## src/rtl/barrel_pool_if.sv

```systemverilog
// Signal bundle between game control, the barrel pool and the barrel renderer.
// master drives the game-side inputs; slave is the pool itself.
interface barrel_pool_if #(
    parameter int unsigned BARRELS = 10
) ();
    logic                     start_game;
    logic                     animation;
    logic                     key_fall;
    logic [10:0]              xpos_kong;
    logic [10:0]              xpos_donkey;
    logic [10:0]              ypos_donkey;
    logic [BARRELS-1:0]       active;
    logic [BARRELS-1:0][10:0] xpos;
    logic [BARRELS-1:0][10:0] ypos;
    logic [BARRELS-1:0]       done;
    logic                     overflow;
    logic                     hit;

    modport master (
        output start_game, animation, key_fall, xpos_kong, xpos_donkey, ypos_donkey,
        input  active, xpos, ypos, done, overflow, hit
    );

    modport slave (
        input  start_game, animation, key_fall, xpos_kong, xpos_donkey, ypos_donkey,
        output active, xpos, ypos, done, overflow, hit
    );
endinterface

```

## src/rtl/barrel_pool.sv

```systemverilog
// N-slot barrel engine: timer/key spawning, roll and fall motion, retirement at the
// playfield bottom and a registered donkey-barrel collision flag.
module barrel_pool #(
    parameter int unsigned BARRELS      = 10,
    parameter int unsigned DELAY_CYCLES = 162_500_000,
    parameter int unsigned STEP_CYCLES  = 650_000,
    parameter int unsigned STEP_PX      = 4,
    parameter int unsigned X_MIN        = 0,
    parameter int unsigned X_MAX        = 976,
    parameter int unsigned DROP_PX      = 96,
    parameter int unsigned Y_MAX        = 704,
    parameter int unsigned SPAWN_X      = 160,
    parameter int unsigned SPAWN_Y      = 128,
    parameter int unsigned BARREL_SIZE  = 32,
    parameter int unsigned DONKEY_W     = 48,
    parameter int unsigned DONKEY_H     = 64
) (
    input logic          clk,
    input logic          rst,
    barrel_pool_if.slave bus
);
    localparam logic [1:0] IDLE   = 2'd0;
    localparam logic [1:0] ROLL_R = 2'd1;
    localparam logic [1:0] ROLL_L = 2'd2;
    localparam logic [1:0] FALL   = 2'd3;

    localparam int unsigned DCW = $clog2(DELAY_CYCLES) + 1;
    localparam int unsigned SCW = $clog2(STEP_CYCLES) + 1;

    localparam logic [11:0] STEP12 = 12'(STEP_PX);
    localparam logic [11:0] DROP12 = 12'(DROP_PX);
    localparam logic [11:0] XMIN12 = 12'(X_MIN);
    localparam logic [11:0] XMAX12 = 12'(X_MAX);
    localparam logic [11:0] YMAX12 = 12'(Y_MAX);
    localparam logic [11:0] BS12   = 12'(BARREL_SIZE);
    localparam logic [11:0] DW12   = 12'(DONKEY_W);
    localparam logic [11:0] DH12   = 12'(DONKEY_H);
    localparam logic [10:0] STEP11 = 11'(STEP_PX);
    localparam logic [10:0] XMIN11 = 11'(X_MIN);
    localparam logic [10:0] XMAX11 = 11'(X_MAX);
    localparam logic [10:0] SPX11  = 11'(SPAWN_X);
    localparam logic [10:0] SPY11  = 11'(SPAWN_Y);

    logic                     run, auto_req, tick;
    logic                     spawn_any, spawn_fall, found, overflow_d;
    logic [DCW-1:0]           delay_cnt;
    logic [SCW-1:0]           step_cnt;
    logic                     key_q, fall_req_q;
    logic [BARRELS-1:0][1:0]  state_q, state_d;
    logic [BARRELS-1:0][10:0] x_q, x_d, y_q, y_d;
    logic [BARRELS-1:0]       active, grant, overlap, done_d, done_q;
    logic                     overflow_q, hit_q;
    logic [11:0]              dx, dy;

    // 12-bit intermediate results clamp to the largest 11-bit coordinate.
    function automatic logic [10:0] sat11(input logic [11:0] v);
        return v[11] ? 11'h7ff : v[10:0];
    endfunction

    assign run        = bus.start_game && !bus.animation;
    assign auto_req   = run && (delay_cnt == DCW'(DELAY_CYCLES - 1));
    assign tick       = run && (step_cnt == SCW'(STEP_CYCLES - 1));
    assign spawn_fall = run && fall_req_q;
    assign spawn_any  = spawn_fall || auto_req;
    assign overflow_d = spawn_any && !found;
    assign dx         = {1'b0, bus.xpos_donkey};
    assign dy         = {1'b0, bus.ypos_donkey};

    always_comb begin
        grant = '0;
        found = 1'b0;
        for (int i = 0; i < BARRELS; i++) begin
            active[i]  = (state_q[i] != IDLE);
            overlap[i] = ({1'b0, x_q[i]} < dx + DW12) && (dx < {1'b0, x_q[i]} + BS12) &&
                         ({1'b0, y_q[i]} < dy + DH12) && (dy < {1'b0, y_q[i]} + BS12);
            if (!active[i] && !found) begin
                grant[i] = 1'b1;
                found    = 1'b1;
            end
        end
    end

    always_comb begin
        state_d = state_q;
        x_d     = x_q;
        y_d     = y_q;
        done_d  = '0;
        for (int i = 0; i < BARRELS; i++) begin
            if (spawn_any && grant[i]) begin
                state_d[i] = spawn_fall ? FALL : ROLL_R;
                x_d[i]     = spawn_fall ? bus.xpos_kong : SPX11;
                y_d[i]     = spawn_fall ? 11'd0 : SPY11;
            end else if (run && active[i]) begin
                if (tick) begin
                    case (state_q[i])
                        ROLL_R: begin
                            if ({1'b0, x_q[i]} + STEP12 >= XMAX12) begin
                                x_d[i]     = XMAX11;
                                y_d[i]     = sat11({1'b0, y_q[i]} + DROP12);
                                state_d[i] = ROLL_L;
                            end else begin
                                x_d[i] = sat11({1'b0, x_q[i]} + STEP12);
                            end
                        end
                        ROLL_L: begin
                            if ({1'b0, x_q[i]} <= XMIN12 + STEP12) begin
                                x_d[i]     = XMIN11;
                                y_d[i]     = sat11({1'b0, y_q[i]} + DROP12);
                                state_d[i] = ROLL_R;
                            end else begin
                                x_d[i] = x_q[i] - STEP11;
                            end
                        end
                        default: y_d[i] = sat11({1'b0, y_q[i]} + STEP12);
                    endcase
                end else if ({1'b0, y_q[i]} >= YMAX12) begin
                    // Retirement waits for a tick-free cycle so it never races a move.
                    state_d[i] = IDLE;
                    done_d[i]  = 1'b1;
                end
            end
        end
    end

    always_ff @(posedge clk) begin
        if (rst || !bus.start_game) begin
            delay_cnt  <= '0;
            step_cnt   <= '0;
            key_q      <= 1'b0;
            fall_req_q <= 1'b0;
            state_q    <= '0;
            x_q        <= '0;
            y_q        <= '0;
            done_q     <= '0;
            overflow_q <= 1'b0;
            hit_q      <= 1'b0;
        end else begin
            key_q      <= bus.key_fall;
            fall_req_q <= bus.key_fall && !key_q;
            if (run) begin
                delay_cnt <= auto_req ? '0 : delay_cnt + DCW'(1);
                step_cnt  <= tick ? '0 : step_cnt + SCW'(1);
            end
            state_q    <= state_d;
            x_q        <= x_d;
            y_q        <= y_d;
            done_q     <= done_d;
            overflow_q <= overflow_d;
            hit_q      <= |(active & overlap);
        end
    end

    assign bus.active   = active;
    assign bus.xpos     = x_q;
    assign bus.ypos     = y_q;
    assign bus.done     = done_q;
    assign bus.overflow = overflow_q;
    assign bus.hit      = hit_q;
endmodule

```

## src/flat_wrapper.sv

```systemverilog
// flat-port wrapper written by rule: the top's interface ports become plain ports
module barrel_pool_flat 
#(
    parameter int unsigned BARRELS      = 10,
    parameter int unsigned DELAY_CYCLES = 162_500_000,
    parameter int unsigned STEP_CYCLES  = 650_000,
    parameter int unsigned STEP_PX      = 4,
    parameter int unsigned X_MIN        = 0,
    parameter int unsigned X_MAX        = 976,
    parameter int unsigned DROP_PX      = 96,
    parameter int unsigned Y_MAX        = 704,
    parameter int unsigned SPAWN_X      = 160,
    parameter int unsigned SPAWN_Y      = 128,
    parameter int unsigned BARREL_SIZE  = 32,
    parameter int unsigned DONKEY_W     = 48,
    parameter int unsigned DONKEY_H     = 64
)
  (clk, rst, bus_start_game, bus_animation, bus_key_fall, bus_xpos_kong, bus_xpos_donkey, bus_ypos_donkey, bus_active, bus_xpos, bus_ypos, bus_done, bus_overflow, bus_hit);
  barrel_pool_if #(.BARRELS(BARRELS)) bus_i ();
  input logic clk;
  input logic rst;
  input wire logic [$bits(bus_i.start_game)-1:0] bus_start_game;
  input wire logic [$bits(bus_i.animation)-1:0] bus_animation;
  input wire logic [$bits(bus_i.key_fall)-1:0] bus_key_fall;
  input wire logic [$bits(bus_i.xpos_kong)-1:0] bus_xpos_kong;
  input wire logic [$bits(bus_i.xpos_donkey)-1:0] bus_xpos_donkey;
  input wire logic [$bits(bus_i.ypos_donkey)-1:0] bus_ypos_donkey;
  output wire logic [$bits(bus_i.active)-1:0] bus_active;
  output wire logic [$bits(bus_i.xpos)-1:0] bus_xpos;
  output wire logic [$bits(bus_i.ypos)-1:0] bus_ypos;
  output wire logic [$bits(bus_i.done)-1:0] bus_done;
  output wire logic [$bits(bus_i.overflow)-1:0] bus_overflow;
  output wire logic [$bits(bus_i.hit)-1:0] bus_hit;
  assign bus_i.start_game = bus_start_game;
  assign bus_i.animation = bus_animation;
  assign bus_i.key_fall = bus_key_fall;
  assign bus_i.xpos_kong = bus_xpos_kong;
  assign bus_i.xpos_donkey = bus_xpos_donkey;
  assign bus_i.ypos_donkey = bus_ypos_donkey;
  assign bus_active = bus_i.active;
  assign bus_xpos = bus_i.xpos;
  assign bus_ypos = bus_i.ypos;
  assign bus_done = bus_i.done;
  assign bus_overflow = bus_i.overflow;
  assign bus_hit = bus_i.hit;
  barrel_pool #(.BARRELS(BARRELS), .DELAY_CYCLES(DELAY_CYCLES), .STEP_CYCLES(STEP_CYCLES), .STEP_PX(STEP_PX), .X_MIN(X_MIN), .X_MAX(X_MAX), .DROP_PX(DROP_PX), .Y_MAX(Y_MAX), .SPAWN_X(SPAWN_X), .SPAWN_Y(SPAWN_Y), .BARREL_SIZE(BARREL_SIZE), .DONKEY_W(DONKEY_W), .DONKEY_H(DONKEY_H)) u_core (.clk(clk), .rst(rst), .bus(bus_i));
endmodule
```

## config.mk

```make
export PLATFORM = sky130hd
export DESIGN_NAME = barrel_pool_flat
export DESIGN_NICKNAME = d
export VERILOG_FILES = /design/src/rtl/barrel_pool_if.sv /design/src/rtl/barrel_pool.sv /design/src/flat_wrapper.sv
export SDC_FILE = /design/constraint.sdc
export NUM_CORES = 2
export LEC_CHECK = 0
export CORE_MARGIN = 2
export CORE_UTILIZATION = 34
export CTS_CLUSTER_SIZE = 14
export DETAILED_ROUTE_END_ITERATION = 8
export PLACE_DENSITY_LB_ADDON = 0.05
export REMOVE_ABC_BUFFERS = 1
export SLEW_MARGIN = 20
export SYNTH_ARGS = -nofsm -noshare
export SYNTH_HDL_FRONTEND = slang
export SYNTH_SLANG_ARGS = --single-unit
```

## constraint.sdc

```tcl
create_clock -name clk -period 4.4 [get_ports clk]
set_input_delay 0.88 -clock clk [delete_from_list [all_inputs] [get_ports clk]]
set_output_delay 0.88 -clock clk [all_outputs]
set_load 0.005 [all_outputs]
```

==> impl_metrics.yaml <==
run_status:
  status: "completed"
cts:
  h-tree-depth: 2
  cts_buffer_depth: 3
  cts.clk_slew.worst_paths_ns: 0.05
  clkSinkCount: 294
  root_buffer: "clkbuf_16"
  cts_resized: 0
  cts_tree: "yes"
  post-cts-setup-buffers: 0
  clk-insertion-delay-late_ns: 0.66
  cts_hold_buf: 0
  numCtsBuffers: 44
critical_path:
  regToRegEndpoint: "u_core.bus.ypos[90]"
  cp_common_cell: "ha_1"
  regToRegSetupSlack_ns: 0.59
  reg2reg_depth: 10
  critPathTopFamily: "XOR/XNOR gates"
  timing.rr.start: "u_core.state_q[4]"
  cp_slowest_stage_delay_ns: 0.94
  slowest_stage: "xor2_1"
  cp.buffers_inverters: 3
  path_cells: "clkdlybuf4s50_1, inv_1, ha_1, xor2_1, ha_1, a21oi_1, a21boi_0, o21a_1, nor3_1, a211oi_1, nor4_1, a2111oi_0, buf_4, a31oi_1"
  crit_type: "in -> reg"
  end_kind: "flop"
  cp_max_fo: 8
  worstPathArrival_ns: 4.91
  required_ns: 4.97
  start_kind: "input port"
detailed_routing:
  antenna_left: 0
  wirelength_um: 146000
  drt_first_pass_iters: 6
  wl_per_cell_um: 25.8
  vias: 33500
  route.detailed.drc: 0
  drt-vias-per-instance: 5.90
  drtIter0Drc: 2808
timing:
  fmax_ghz: 0.231
  rsz0062_at_grt: "false"
  slew_headroom_pct: 18.6
  setup_viol: 0
  setup_tns_ns: 0
  worst_pin_slew_ns: 1.22
  min_period_ns: 4.34
  drv_slew: 0
  fin_crit_sh_pct: 98.5
  final.setup_skew_ns: 0.0317
  hold_violations: 0
  setup_slack_ns: 0.0645
power:
  p_per_area_nw_per_um2: 193
  power.leakage_nw: 14.7
  peakVddDrop_mv: 0.246
  p_total_mw: 7.29
cells_and_area:
  fillers: 9523
  drive_gt1_share_pct: 7.45
  area_growth_pct: 21.2
  final_area_um2: 37800
  finalCoreUtilization_pct: 41.4
  nets: 5003
yosys:
  avgSynthCellArea_um2: 7.56
  synth_seq_cells: 294
  ys_warn_count: 0
  yosysMostFrequentCell: "ha_1"
  ys_types: 90
  synth.top_cell.area_share_pct: 20.6
  synth_area_leaders: "ha_1 21%, dfxtp_1 19%, a21oi_1 5.2%"
  synthCells: 4128
  seq_area_frac_synth_pct: 18.9
  ys_async_sr_fraction_pct: 0
  synth_ff_type: "dfxtp_1"
  ys_top_cells_by_count: "514 x ha_1, 408 x nor2_1, 327 x a21oi_1, 294 x dfxtp_1, 275 x nand2_1"
  synth_top_area_cell: "ha_1"
  synth_edf_count: 0
  syn-cell-area_um2: 31200
floorplan:
  die_area_um2: 94200
  ios: 280
  die_h_um: 307
  core_area_um2: 91200
  row_count: 111
  dieWidth_um: 307
  start_util_pct: 34.2
placement:
  hpwl_um: 113000
  post_dp_cell_area_um2: 36300
  place_congestion: 0.989
  dp_worst_setup_slack_ns: -0.438
  io_buffers: 279
global_route:
  antenna_found_initial: 5
  grt_pass1_wl_um: 214000
  grt_pass1_vias: 31800
  grt_max_degree: 35
  grt-ovfl-total: 0
  grt.total_usage_pct: 30.1
hold_path:
  whs_path_depth: 1
  min_path_type: "reg -> reg"
  hp-start: "u_core.key_q"
  min_to: "u_core.fall_req_q"
flow_run:
  cap_violations: 0
-- worst reg2reg max path, cell delays in order, from the launching register on --
cell and delay [ns]:
dfxtp_1 0.36, inv_1 0.08, ha_1 0.35, nor4_1 0.47, and4_1 0.65, nand2_1 0.43
a21oi_1 0.49, a41o_1 0.16, buf_4 0.23, o21ai_0 0.17, a32o_1 0.28
-- metal layers --
metal | share of wire [%] | global-route usage, % | vias up
met5 | 0 | 0 | -
met4 | 4.5 | 13.0 | 0
met3 | 6.9 | 4.37 | 248
met2 | 45 | 48.8 | 1235
met1 | 43 | 39.7 | 16100
li1 | - | - | 15900
-- worst max path at each step --
stage | cells after the start | start | endpoint
2_1_floorplan | 8 | bus_animation | u_core.bus.xpos[6]
3_5_place_dp | 14 | bus_xpos_donkey[4] | u_core.bus.hit
6_report | 14 | bus_xpos_donkey[4] | u_core.bus.hit
4_1_cts | 14 | bus_xpos_donkey[4] | u_core.bus.hit
3_3_place_gp | 14 | bus_xpos_donkey[4] | u_core.bus.hit
5_1_grt | 14 | bus_xpos_donkey[4] | u_core.bus.hit
-- registers in the layout (all words and copies together) (netlist names) --
| name | cells |
|---|---|
| u_core.bus.done | 10 |
| u_core.bus.hit | 1 |
| u_core.bus.overflow | 1 |
| u_core.bus.xpos | 110 |
| u_core.bus.ypos | 100 |
| u_core.delay_cnt | 29 |
| u_core.fall_req_q | 1 |
| u_core.key_q | 1 |
| u_core.state_q | 20 |
| u_core.step_cnt | 21 |
-- through the flow --
| step | cells | hold slack, ns |
|---|---|---|
| final | 5671 | 0.380 |
| after global routing | 5670 | 0.401 |
| after CTS | 5670 | 0.380 |
| after detailed placement | 5591 | 0.372 |
| after global placement | 5591 | 0.372 |
| after floorplan | 3907 | 0.367 |
-- area by class of cell --
type | count | area, um^2 | area share [%]
Multi-Input combinational cell | 3371 | 23500 | 62.2
Sequential cell | 294 | 5890 | 15.6
Timing Repair Buffer | 498 | 4540 | 12.0
Tap cell | 1186 | 1480 | 3.92
Clock buffer | 60 | 1230 | 3.26
Inverter | 242 | 908 | 2.40
Clock inverter | 19 | 234 | 0.619
Antenna cell | 1 | 2.50 | 0.00662
-- cells by family (layout without fill, tap and decap cells) --
logic type      count (synthesis)  after routing  synth area share (%)
fa+ha+maj                     515            515                  20.7
simple gates                 1374           1374                  21.5
other cells                     0              1                     0
flops                         294            294                  18.9
mux                            21             21                 0.690
compound gates               1261           1261                  26.9
buf+inv                       463            819                  5.82
xor+xnor                      200            200                  5.62
-- power breakdown --
| group | total [mW] | switching, mW | internal (mW) |
|---|---|---|---|
| combinational | 0.859 | 0.558 | 0.301 |
| clock | 3.76 | 1.56 | 2.20 |
| sequential | 2.67 | 0.00420 | 2.67 |
| total | 7.29 | 2.13 | 5.16 |
-- placed cells by master, fill, tap and decap left out, types with 25 or more instances in the layout --
cell type	Yosys	routed
o21ai_0	248	248
nor2_1	408	408
nand3_1	191	191
and2_1	25	25
a31oi_1	55	55
nand2_1	275	275
buf_4	10	210
clkdlybuf4s50_1	0	278
a22oi_1	36	36
xnor2_1	110	110
o21a_1	36	36
a21o_1	70	70
ha_1	514	514
nand2b_1	53	52
o31ai_1	30	30
nor4_1	28	28
and3_1	61	61
o22ai_1	28	28
xor2_1	90	90
a21oi_1	327	327
nor3_1	132	130
a221oi_1	34	34
o211ai_1	41	41
nand4_1	44	44
a211oi_1	105	105
dfxtp_1	294	294
clkbuf_16	0	44
inv_1	242	242
a2111oi_0	27	27
or3_1	34	34
(Power assumes the default switching activity.)
==> variant, RTL diff (same settings) <==
`DELAY_CYCLES` is set to 162_500_000 in 2 places; all go to 325_000_000.
--- a/src/rtl/barrel_pool.sv
+++ b/src/rtl/barrel_pool.sv
@@ -3,5 +3,5 @@
 module barrel_pool #(
     parameter int unsigned BARRELS      = 10,
-    parameter int unsigned DELAY_CYCLES = 162_500_000,
+    parameter int unsigned DELAY_CYCLES = 325_000_000,
     parameter int unsigned STEP_CYCLES  = 650_000,
     parameter int unsigned STEP_PX      = 4,
--- a/src/flat_wrapper.sv
+++ b/src/flat_wrapper.sv
@@ -3,5 +3,5 @@
 #(
     parameter int unsigned BARRELS      = 10,
-    parameter int unsigned DELAY_CYCLES = 162_500_000,
+    parameter int unsigned DELAY_CYCLES = 325_000_000,
     parameter int unsigned STEP_CYCLES  = 650_000,
     parameter int unsigned STEP_PX      = 4,
Formal check against the unedited RTL: same outputs for any inputs over 4 cycles, from zero or initial values; that may be too few to reach the edited logic, so the function may still have changed.
==> variant against the original RTL <==
- synthesized cell count fell by 1.1%
- core utilization rose by 0.070 points
- final cell count fell by 1.1%
- register-to-register slack improved by 0.07 ns
- count of clock-buffer cells in the layout fell by 5
- sequential share of layout area rose by 0.29 points
- setup slack improved by 0.37 ns
- combinational power fell by 4.7%
- routed wire length fell by 3.4%
- sequential power barely moved
- synthesized area fell by 1.5%
- total power rose by 0.51%
- largest power group unchanged
- design area fell by 1.5%
- sequential cell count rose by 1
- critical path type unchanged
==> variant: results <==
export IMPL_status="completed"
export IMPL_clk_insertion_delay_late_ns=0.61
export IMPL_drt_first_pass_iters=6
export IMPL_cts_htree_levels=2
export IMPL_grt_pass1_vias=30960
export IMPL_ys_flop_type="dfxtp_1"
export IMPL_drive_above_1_share=0.07067
export IMPL_ir_drop_uv=206.1
export IMPL_clkTransAtPathRegs_ns=0.06
export IMPL_grt_max_degree=32
export IMPL_crit_arrival_ns=4.48
export IMPL_dpl_hpwl_um=108400
export IMPL_largest_reg_flops=110
export IMPL_ctsLongestPathBuffers=3
export IMPL_synth_commonest_cells="ha_1, nor2_1, a21oi_1"
export IMPL_dpl_worst_slack_ns=-0.04832
export IMPL_gp_congestion=0.9492
export IMPL_wirelength_um=141200
export IMPL_p_leak_nw=14.00
export IMPL_fin_ws_ns=0.4351
export IMPL_maxCapViolCount=0
export IMPL_grt_pass1_wl_um=207100
export IMPL_avgSynthCellArea_um2=7.529
export IMPL_ys_async_sr_fraction=0
export IMPL_p_sw_frac=0.2836
export IMPL_portBuffers=279
export IMPL_antenna_found_initial=3
export IMPL_cts_resized=0
export IMPL_cts_root_buffer="clkbuf_16"
export IMPL_r2r_slack_ns=0.66
export IMPL_vias_per_cell=5.848
export IMPL_numCtsBuffers=42
export IMPL_finClkSkew_ns=0.02658
export IMPL_holdWs_ns=0.4008
export IMPL_cp_max_fo=4
export IMPL_stdcell_count=5607
export IMPL_yosysSeqAreaShare=0.1922
export IMPL_dp_cells=5528
export IMPL_hold_path_class="register to register"
export IMPL_cts_setup_buffers=0
export IMPL_yosys_top_cells_area="ha_1, dfxtp_1, a21oi_1"
export IMPL_slowest_stage="nor4_1"
export IMPL_slowest_delay_ns=0.56
export IMPL_synth_cell_type_count=89
export IMPL_first_iter_violations=2750
export IMPL_final_nets=4948
export IMPL_yosys_warnings=0
export IMPL_grt_usage=0.2923
export IMPL_worstMarginPinSlew_ns=1.206
-- variant: final cells by class --
| type | instances | area, um^2 |
|---|---|---|
| Clock buffer | 55 | 1201 |
| Tap cell | 1176 | 1471 |
| Sequential cell | 295 | 5906 |
| Antenna cell | 2 | 5.005 |
| Multi-Input combinational cell | 3337 | 23100 |
| Clock inverter | 22 | 307.8 |
| Inverter | 242 | 908.4 |
| Fill cell | 9375 | 52490 |
| Timing Repair Buffer | 478 | 4349 |
-- variant: metrics by stage --
stage / utilization / instance area (um^2)
floorplan: - / 29880
detailed placement: 0.3982 / 35740
CTS: 0.4150 / 37240
finish: 0.4151 / 37250
global route: 0.4150 / 37240
global placement: 0.3982 / 35740
-- variant: worst paths after layout --
check	depth (start not counted)	start	endpoint
worst max-delay path	12	bus_ypos_donkey[6]	u_core.bus.hit
worst min-delay path	1	u_core.key_q	u_core.fall_req_q
worst max register to register	10	u_core.bus.xpos[2]	u_core.bus.ypos[4]
worst min register to register	1	u_core.key_q	u_core.fall_req_q
-- variant: power by group through the flow --
stage / sequential (mW) / clock [mW] / combinational, mW
floorplan: 2.73 / 0 / 0.366
global placement: 2.74 / 0 / 0.801
detailed placement: 2.74 / 0 / 0.801
CTS: 2.68 / 3.92 / 0.806
global route: 2.68 / 4.00 / 0.886
finish: 2.68 / 3.83 / 0.819
-- variant: layer usage --
| layer | wire [um] | GRT usage |
|---|---|---|
| met1 | 61270 | 0.3815 |
| met2 | 64460 | 0.4788 |
| met3 | 9308 | 0.04610 |
| met4 | 6168 | 0.1200 |
| met5 | 38 | 0 |
-- variant: worst max-delay path, delay by kind of cell --
kind,cells,cell delay [ns]
AOI/OAI and AO/OA,5,1.11
and+or+nand+nor,3,0.85
buffers and inverters,1,0.50
xor gates and xnor gates,1,0.49
adders and majority gates,2,0.63
-- variant: logic make-up after synthesis --
group,synth area share
simple gates,0.2114
compound gates,0.2637
fa+ha+maj,0.2099
buf+inv,0.05741
flops,0.1922
xor+xnor,0.05871
mux,0.006717
